[src/rtl/rng_ctrl_pkg.sv]
// Shared state encodings and constants for the rng_chaos sequencer/harvester.
package rng_ctrl_pkg;

    localparam int unsigned WORD_W = 32;

    // Value the core holds on y while its reset is asserted.
    localparam logic [WORD_W-1:0] CORE_Y_INIT = 32'h0040_0000;

    typedef enum logic [2:0] {
        IDLE    = 3'd0,
        WARMUP  = 3'd1,
        HARVEST = 3'd2,
        FULL    = 3'd3
    } ctrl_state_e;

endpackage

[src/rtl/rng_word_fifo.sv]
// Synchronous first-word-fall-through FIFO; a push into a full FIFO is accepted only
// when a pop happens in the same cycle.
module rng_word_fifo #(
    parameter int unsigned DEPTH = 4,
    parameter int unsigned WIDTH = 32
) (
    input  logic                   clk,
    input  logic                   rst,
    input  logic                   push,
    input  logic [WIDTH-1:0]       push_data,
    input  logic                   pop,
    output logic [WIDTH-1:0]       pop_data,
    output logic [$clog2(DEPTH):0] level,
    output logic                   full,
    output logic                   empty
);

    localparam int unsigned PTR_W = $clog2(DEPTH);
    localparam int unsigned LVL_W = PTR_W + 1;

    logic [WIDTH-1:0] mem_q [DEPTH];
    logic [PTR_W-1:0] wr_ptr_q, rd_ptr_q;
    logic [LVL_W-1:0] level_q;
    logic             do_push, do_pop;

    assign empty    = (level_q == '0);
    assign full     = (level_q == LVL_W'(DEPTH));
    assign do_pop   = pop && !empty;
    assign do_push  = push && (!full || do_pop);
    assign level    = level_q;
    assign pop_data = empty ? '0 : mem_q[rd_ptr_q];

    always_ff @(posedge clk) begin
        if (rst) begin
            for (int i = 0; i < int'(DEPTH); i++) begin
                mem_q[i] <= '0;
            end
            wr_ptr_q <= '0;
            rd_ptr_q <= '0;
            level_q  <= '0;
        end else begin
            if (do_push) begin
                mem_q[wr_ptr_q] <= push_data;
                wr_ptr_q        <= wr_ptr_q + PTR_W'(1);
            end
            if (do_pop) begin
                rd_ptr_q <= rd_ptr_q + PTR_W'(1);
            end
            if (do_push && !do_pop) begin
                level_q <= level_q + LVL_W'(1);
            end else if (do_pop && !do_push) begin
                level_q <= level_q - LVL_W'(1);
            end
        end
    end

endmodule

[src/rtl/rng_chaos_ctrl.sv]
// Sequencer/harvester for rng_chaos: owns the core reset, packs decimated bits into words.
// Define RNG_CTRL_HEALTH_EN to enable the repeated-word health test.
module rng_chaos_ctrl
    import rng_ctrl_pkg::*;
#(
    parameter int unsigned WARMUP_CYCLES = 256,
    parameter int unsigned DECIM         = 4,
    parameter int unsigned BIT_SEL       = 8,
    parameter int unsigned FIFO_DEPTH    = 4,
    parameter int unsigned REP_LIMIT     = 2
) (
    input  logic                        clk,
    input  logic                        rst,
    input  logic                        start,
    input  logic                        stop,
    input  logic [31:0]                 x,
    input  logic [31:0]                 y,
    input  logic [31:0]                 z,
    output logic                        core_rst_n,
    input  logic                        rd_en,
    output logic [31:0]                 rd_data,
    output logic                        rd_valid,
    output logic [$clog2(FIFO_DEPTH):0] fifo_level,
    output logic [2:0]                  state_o,
    output logic                        health_fail
);

    localparam int unsigned WARM_W = (WARMUP_CYCLES > 1) ? $clog2(WARMUP_CYCLES) : 1;
    localparam logic [WARM_W-1:0] WARM_LAST  = WARM_W'(WARMUP_CYCLES - 1);
    localparam logic [7:0]        DECIM_LAST = 8'(DECIM - 1);

    if (DECIM < 1 || DECIM > 255 || BIT_SEL > 31 || FIFO_DEPTH < 2 ||
        (FIFO_DEPTH & (FIFO_DEPTH - 1)) != 0 || REP_LIMIT < 1) begin : g_param_check
        $error("rng_chaos_ctrl: parameter out of range");
    end

    ctrl_state_e       state_q, state_d;
    logic [WARM_W-1:0] warm_cnt_q, warm_cnt_d;
    logic [7:0]        decim_cnt_q, decim_cnt_d;
    logic [4:0]        bit_cnt_q, bit_cnt_d;
    logic [WORD_W-1:0] word_q, word_d, hold_q, hold_d, word_next, push_data;
    logic              sample_bit, word_done, health_trip, start_ok;
    logic              push, can_push, fifo_full, fifo_empty;

    assign sample_bit = x[BIT_SEL] ^ y[BIT_SEL] ^ z[BIT_SEL];
    assign word_next  = {word_q[WORD_W-2:0], sample_bit};
    assign word_done  = (state_q == HARVEST) && (decim_cnt_q == DECIM_LAST) &&
                        (bit_cnt_q == 5'd31) && !stop;
    // A pop in the same cycle frees the slot the push needs.
    assign can_push   = !fifo_full || (rd_en && !fifo_empty);

`ifdef RNG_CTRL_HEALTH_EN
    logic [WORD_W-1:0] prev_word_q;
    logic              prev_valid_q, health_fail_q;
    logic [31:0]       rep_cnt_q, rep_cnt_next;

    assign rep_cnt_next = (prev_valid_q && (word_next == prev_word_q)) ?
                          rep_cnt_q + 32'd1 : 32'd1;
    assign health_trip  = word_done && (rep_cnt_next >= 32'(REP_LIMIT));
    assign start_ok     = !health_fail_q;
    assign health_fail  = health_fail_q;

    always_ff @(posedge clk) begin
        if (rst) begin
            prev_word_q   <= '0;
            prev_valid_q  <= 1'b0;
            rep_cnt_q     <= '0;
            health_fail_q <= 1'b0;
        end else if (word_done) begin
            prev_word_q  <= word_next;
            prev_valid_q <= 1'b1;
            rep_cnt_q    <= rep_cnt_next;
            if (health_trip) begin
                health_fail_q <= 1'b1;
            end
        end
    end
`else
    assign health_trip = 1'b0;
    assign start_ok    = 1'b1;
    assign health_fail = 1'b0;
`endif

    always_comb begin
        state_d     = state_q;
        warm_cnt_d  = warm_cnt_q;
        decim_cnt_d = decim_cnt_q;
        bit_cnt_d   = bit_cnt_q;
        word_d      = word_q;
        hold_d      = hold_q;
        push        = 1'b0;
        push_data   = word_next;

        unique case (state_q)
            IDLE: begin
                if (start && !stop && start_ok) begin
                    state_d    = WARMUP;
                    warm_cnt_d = '0;
                end
            end
            WARMUP: begin
                if (warm_cnt_q == WARM_LAST) begin
                    state_d     = HARVEST;
                    warm_cnt_d  = '0;
                    decim_cnt_d = '0;
                    bit_cnt_d   = '0;
                    word_d      = '0;
                end else begin
                    warm_cnt_d = warm_cnt_q + WARM_W'(1);
                end
            end
            HARVEST: begin
                if (decim_cnt_q == DECIM_LAST) begin
                    decim_cnt_d = '0;
                    bit_cnt_d   = bit_cnt_q + 5'd1;
                    word_d      = word_next;
                    if (bit_cnt_q == 5'd31) begin
                        bit_cnt_d = '0;
                        word_d    = '0;
                        if (health_trip) begin
                            state_d = IDLE;
                        end else if (can_push) begin
                            push = 1'b1;
                        end else begin
                            hold_d  = word_next;
                            state_d = FULL;
                        end
                    end
                end else begin
                    decim_cnt_d = decim_cnt_q + 8'd1;
                end
            end
            FULL: begin
                if (can_push) begin
                    push        = 1'b1;
                    push_data   = hold_q;
                    state_d     = HARVEST;
                    decim_cnt_d = '0;
                end
            end
            default: state_d = IDLE;
        endcase

        // stop overrides everything; queued FIFO words survive it.
        if (stop && (state_q != IDLE)) begin
            state_d     = IDLE;
            push        = 1'b0;
            warm_cnt_d  = '0;
            decim_cnt_d = '0;
            bit_cnt_d   = '0;
            word_d      = '0;
            hold_d      = '0;
        end
    end

    always_ff @(posedge clk) begin
        if (rst) begin
            state_q     <= IDLE;
            warm_cnt_q  <= '0;
            decim_cnt_q <= '0;
            bit_cnt_q   <= '0;
            word_q      <= '0;
            hold_q      <= '0;
        end else begin
            state_q     <= state_d;
            warm_cnt_q  <= warm_cnt_d;
            decim_cnt_q <= decim_cnt_d;
            bit_cnt_q   <= bit_cnt_d;
            word_q      <= word_d;
            hold_q      <= hold_d;
        end
    end

    rng_word_fifo #(
        .DEPTH(FIFO_DEPTH),
        .WIDTH(WORD_W)
    ) u_fifo (
        .clk      (clk),
        .rst      (rst),
        .push     (push),
        .push_data(push_data),
        .pop      (rd_en),
        .pop_data (rd_data),
        .level    (fifo_level),
        .full     (fifo_full),
        .empty    (fifo_empty)
    );

    assign rd_valid   = !fifo_empty;
    assign core_rst_n = (state_q != IDLE);
    assign state_o    = state_q;

endmodule
[config.mk]
export PLATFORM = sky130hd
export DESIGN_NAME = rng_chaos_ctrl
export DESIGN_NICKNAME = d
export VERILOG_FILES = /design/src/rtl/rng_ctrl_pkg.sv /design/src/rtl/rng_word_fifo.sv /design/src/rtl/rng_chaos_ctrl.sv
export SDC_FILE = /design/constraint.sdc
export NUM_CORES = 1
export LEC_CHECK = 0
export CELL_PAD_IN_SITES_DETAIL_PLACEMENT = 2
export CELL_PAD_IN_SITES_GLOBAL_PLACEMENT = 2
export CORE_MARGIN = 5
export CORE_UTILIZATION = 36
export DETAILED_ROUTE_END_ITERATION = 6
export PLACE_DENSITY = 0.87
export SETUP_SLACK_MARGIN = 0.15
export SLEW_MARGIN = 0
export SYNTH_ARGS = -nofsm -noshare
export SYNTH_HDL_FRONTEND = slang
export SYNTH_SLANG_ARGS = --single-unit
[constraint.sdc]
create_clock -name clk -period 4.9 [get_ports clk]
set_clock_uncertainty 0.2 [all_clocks]
set_input_delay 0.98 -clock clk [delete_from_list [all_inputs] [get_ports clk]]
set_output_delay 0.98 -clock clk [all_outputs]
set_load 0.03 [all_outputs]
==> flow_summary_export.csv <==
group,metric,value,unit
sta,hold-worst-slack,263.7,ps
sta,rsz0062_at_grt,"no",
placed_design,gp_congestion,0.7102,
sta,hold_violations,0,
cells_and_area,ff_latch_area,5747,sq um
cells_and_area,n_antenna_cell,0,
critical_path,cp.arrival,2900,ps
global_route,antenna_found_initial,1,
synth,synth_top_area_cell,"edfxtp_1",
sta,setup_violations,0,
drt,post_drt_wl_per_cell,24.70,um
die,fp.dieW,175.5,um
synth,ys_ff_latch,223,
synth,synth_edf_count,128,
global_route,grtUsageTotal,20.04,%
synth,synthCells,877,
critical_path,path_cells,"or3_1 > and2_1 > clkdlybuf4s50_1",
die,dieHeight,175.5,um
die,core.rowCount,60,
die,initial_core_util,36.57,%
critical_path,path_class,"register to output pin",
cells_and_area,layout-drive-gt1-share,11.21,%
die,coreArea,26950,sq um
drt,wl,31.12,mm
placed_design,dp_slack,1097,ps
sta,max_freq,245.2,MHz
drt,dr.pass1.iters,5,
power,p_leak,3.531,nW
synth,syn_area_per_cell,11.24,sq um
critical_path,cp-end-kind,"output pin",
clock_tree,cts_root_buf,"clkbuf_16",
clock_tree,clk_latency,520,ps
cells_and_area,fillers,2697,
clock_tree,post_cts.resized_instances,0,
clock_tree,cts_sinks,223,
placed_design,place_area,10620,sq um
die,pin_count,142,
critical_path,cp_max_fo,35,
sta,drv_slew,0,
drt,route.detailed.drc,0,
global_route,grt_pass1_vias,8278,
critical_path,slowest_delay,910,ps
synth,synth_warnings,0,
synth,ys_seq_area_share,58.30,%
critical_path,rr_worst_depth,8,
sta,setup_ws,821.6,ps
synth,synth_area,9856,sq um
power,powerDensity,452.7,nW/um^2
clock_tree,post_cts_hold_buffer_count,0,
synth,yosys-top-cells-area,"edfxtp_1 39%, dfxtp_1 19%, mux4_2 7.3%, nor2_1 5.5%, a21oi_1 4.0%",
sta,tns,0,ps
clock_tree,clk_pin_slew,60,ps
run_status,status,"complete, no violations",
synth,synthFlopType,"edfxtp_1",
drt,vias,7281,
cells_and_area,final_design_area_no_fill,11400,sq um
clock_tree,numCtsBuffers,25,
critical_path,slowest_stage,"or3_1",
cells_and_area,multi_input_area,3800,sq um
critical_path,critPathTopFamily,"simple AND/OR/NAND/NOR gates",
power,peakVddDrop,232.9,uV
drt,drt_iter0_markers,561,
clock_tree,postCtsSetupBuffers,0,
cells_and_area,final_nets,1007,
clock_tree,cts_tree,"built",
die,die_area,30790,sq um
cells_and_area,fin_util,42.31,%
run,cap_violations,0,
clock_tree,htreeDepth,1,
sta,maxSlewHeadroom,23.54,%
hold_path,hold_depth,2,
critical_path,cp.depth,3,
clock_tree,cts_buffer_depth,3,
global_route,grt_overflow,0,
hold_path,hp-class,"register to register",
placed_design,port-buffer-count,46,
global_route,grt_pass1_wl,49.02,mm
critical_path,cp.buffers_inverters,1,
sta,worst_pin_slew,1147,ps
global_route,grt_max_degree,50,
critical_path,cp-start-kind,"register",
drt,vias_per_cell,5.779,
drt,antenna_left,0,
sta,period_needed,4078,ps
synth,ys_types,56,
cells_and_area,areaGrowthSynthToFinish,15.69,%
synth,yosysTopAreaCellShare,39.00,%
sta,finalCritPeriodShare,83.23,%
critical_path,critical_path_required,3720,ps
placed_design,dp_hpwl,17.34,mm
synth,synthArstFlopShare,0,%
-- placed cells by master, fill, tap and decap left out, types with 3 or more instances in the layout --
| cell | instances |
|---|---|
| nand4_1 | 6 |
| nand3b_1 | 3 |
| a21o_1 | 3 |
| or3_1 | 5 |
| a21oi_1 | 78 |
| and3_1 | 6 |
| nand2b_1 | 6 |
| nand3_1 | 45 |
| nor3_1 | 6 |
| nand2_1 | 72 |
| clkbuf_8 | 4 |
| clkbuf_1 | 9 |
| a31oi_1 | 4 |
| clkbuf_16 | 25 |
| or4_1 | 3 |
| o211ai_1 | 32 |
| clkinv_2 | 4 |
| xor2_1 | 5 |
| dfxtp_1 | 94 |
| clkdlybuf4s50_1 | 46 |
| nor2b_1 | 3 |
| mux2i_1 | 33 |
| buf_4 | 16 |
| a311oi_1 | 3 |
| ha_1 | 5 |
| xnor2_1 | 4 |
| mux4_2 | 32 |
| o31ai_1 | 3 |
| edfxtp_1 | 128 |
| o21ai_0 | 12 |
| and2_1 | 33 |
| inv_1 | 6 |
| nor2_1 | 143 |
-- registers in the layout, indices dropped and copies added, names as in the netlist, named ones only --
signal	cells
warm_cnt_q	8
bit_cnt_q	5
u_fifo.mem_q	128
state_o	2
hold_q	32
decim_cnt_q	8
u_fifo.level	3
u_fifo.wr_ptr_q	2
word_q	31
u_fifo.rd_ptr_q	2
-- layout make-up --
cell class	instances	share of cell area, %
clock buffers	38	6.266
flip-flops and latches	223	50.40
multi-input cells	580	33.33
repair buffers	64	5.443
well taps	341	3.742
inverters	6	0.1975
clock inverters	8	0.6255
-- worst min-delay path, cell delays in order (launching register included) --
cell and delay (ps):
dfxtp_1 310, nand2_1 50, a21oi_1 50
-- per-stage QoR --
step / power, W / instances
final: 0.005161 / 1260
after global routing: 0.005350 / 1260
after CTS: 0.005213 / 1260
after detailed placement: 0.003377 / 1214
after global placement: 0.003321 / 1214
after floorplan: 0.002900 / 878
-- layer usage --
layer  wire [um]  vias up  global-route usage, %
li1            -     3222                      -
met1       12560     3841                  23.81
met2       16700      154                  38.04
met3         973       64                  2.045
met4         883        0                  6.238
met5           0        -                      0
-- logic make-up (layout without fill, tap and decap cells) --
logic type | after synthesis | count (layout) | synth area share [%]
and+or+nand+nor | 345 | 345 | 16.44
DFF | 223 | 223 | 58.30
AOI/OAI and AO/OA | 153 | 153 | 9.483
buffers and inverters | 75 | 116 | 3.440
muxes | 65 | 65 | 10.66
xor gates and xnor gates | 9 | 9 | 0.7997
adders and majority gates | 6 | 6 | 0.8379
other | 1 | 2 | 0.03805
-- power breakdown --
group	leakage (nW)	switching [W]	internal, W
registers	2.09	0.0000791	0.00204
logic	1.06	0.000713	0.000515
clock network	0.388	0.000760	0.00106
-- Yosys cell counts, types with 2 or more instances --
cell type / count
mux4_2: 32
ha_1: 5
xnor2_1: 4
o21ai_0: 12
and4_1: 2
nand2b_1: 6
o211ai_1: 32
a211oi_1: 2
or4_1: 3
buf_2: 16
nor2_1: 145
mux2i_1: 33
buf_4: 2
and2_1: 33
a21oi_1: 78
nand2_1: 72
inv_1: 6
nand3b_1: 3
a21o_1: 4
o21bai_1: 2
a311oi_1: 3
nand3_1: 45
edfxtp_1: 128
dfxtp_1: 95
a22oi_1: 2
buf_6: 4
and3_1: 6
nor2b_1: 3
or3b_2: 2
a221oi_1: 2
o31ai_1: 3
clkbuf_1: 43
xor2_1: 5
or3_1: 6
buf_1: 4
a31oi_1: 4
nand4_1: 6
nor3_1: 6
-- path summary, 6_finish.rpt --
| check | from | end | slack, ps |
|---|---|---|---|
| max | u_fifo.level[0] | rd_data[16] | 820 |
| min | hold_q[20] | hold_q[20] | 260 |
| max reg2reg | u_fifo.level[0] | u_fifo.level[2] | 1690 |
| min reg2reg | hold_q[20] | hold_q[20] | 260 |
Note: power is estimated with default switching activity, not from simulation.
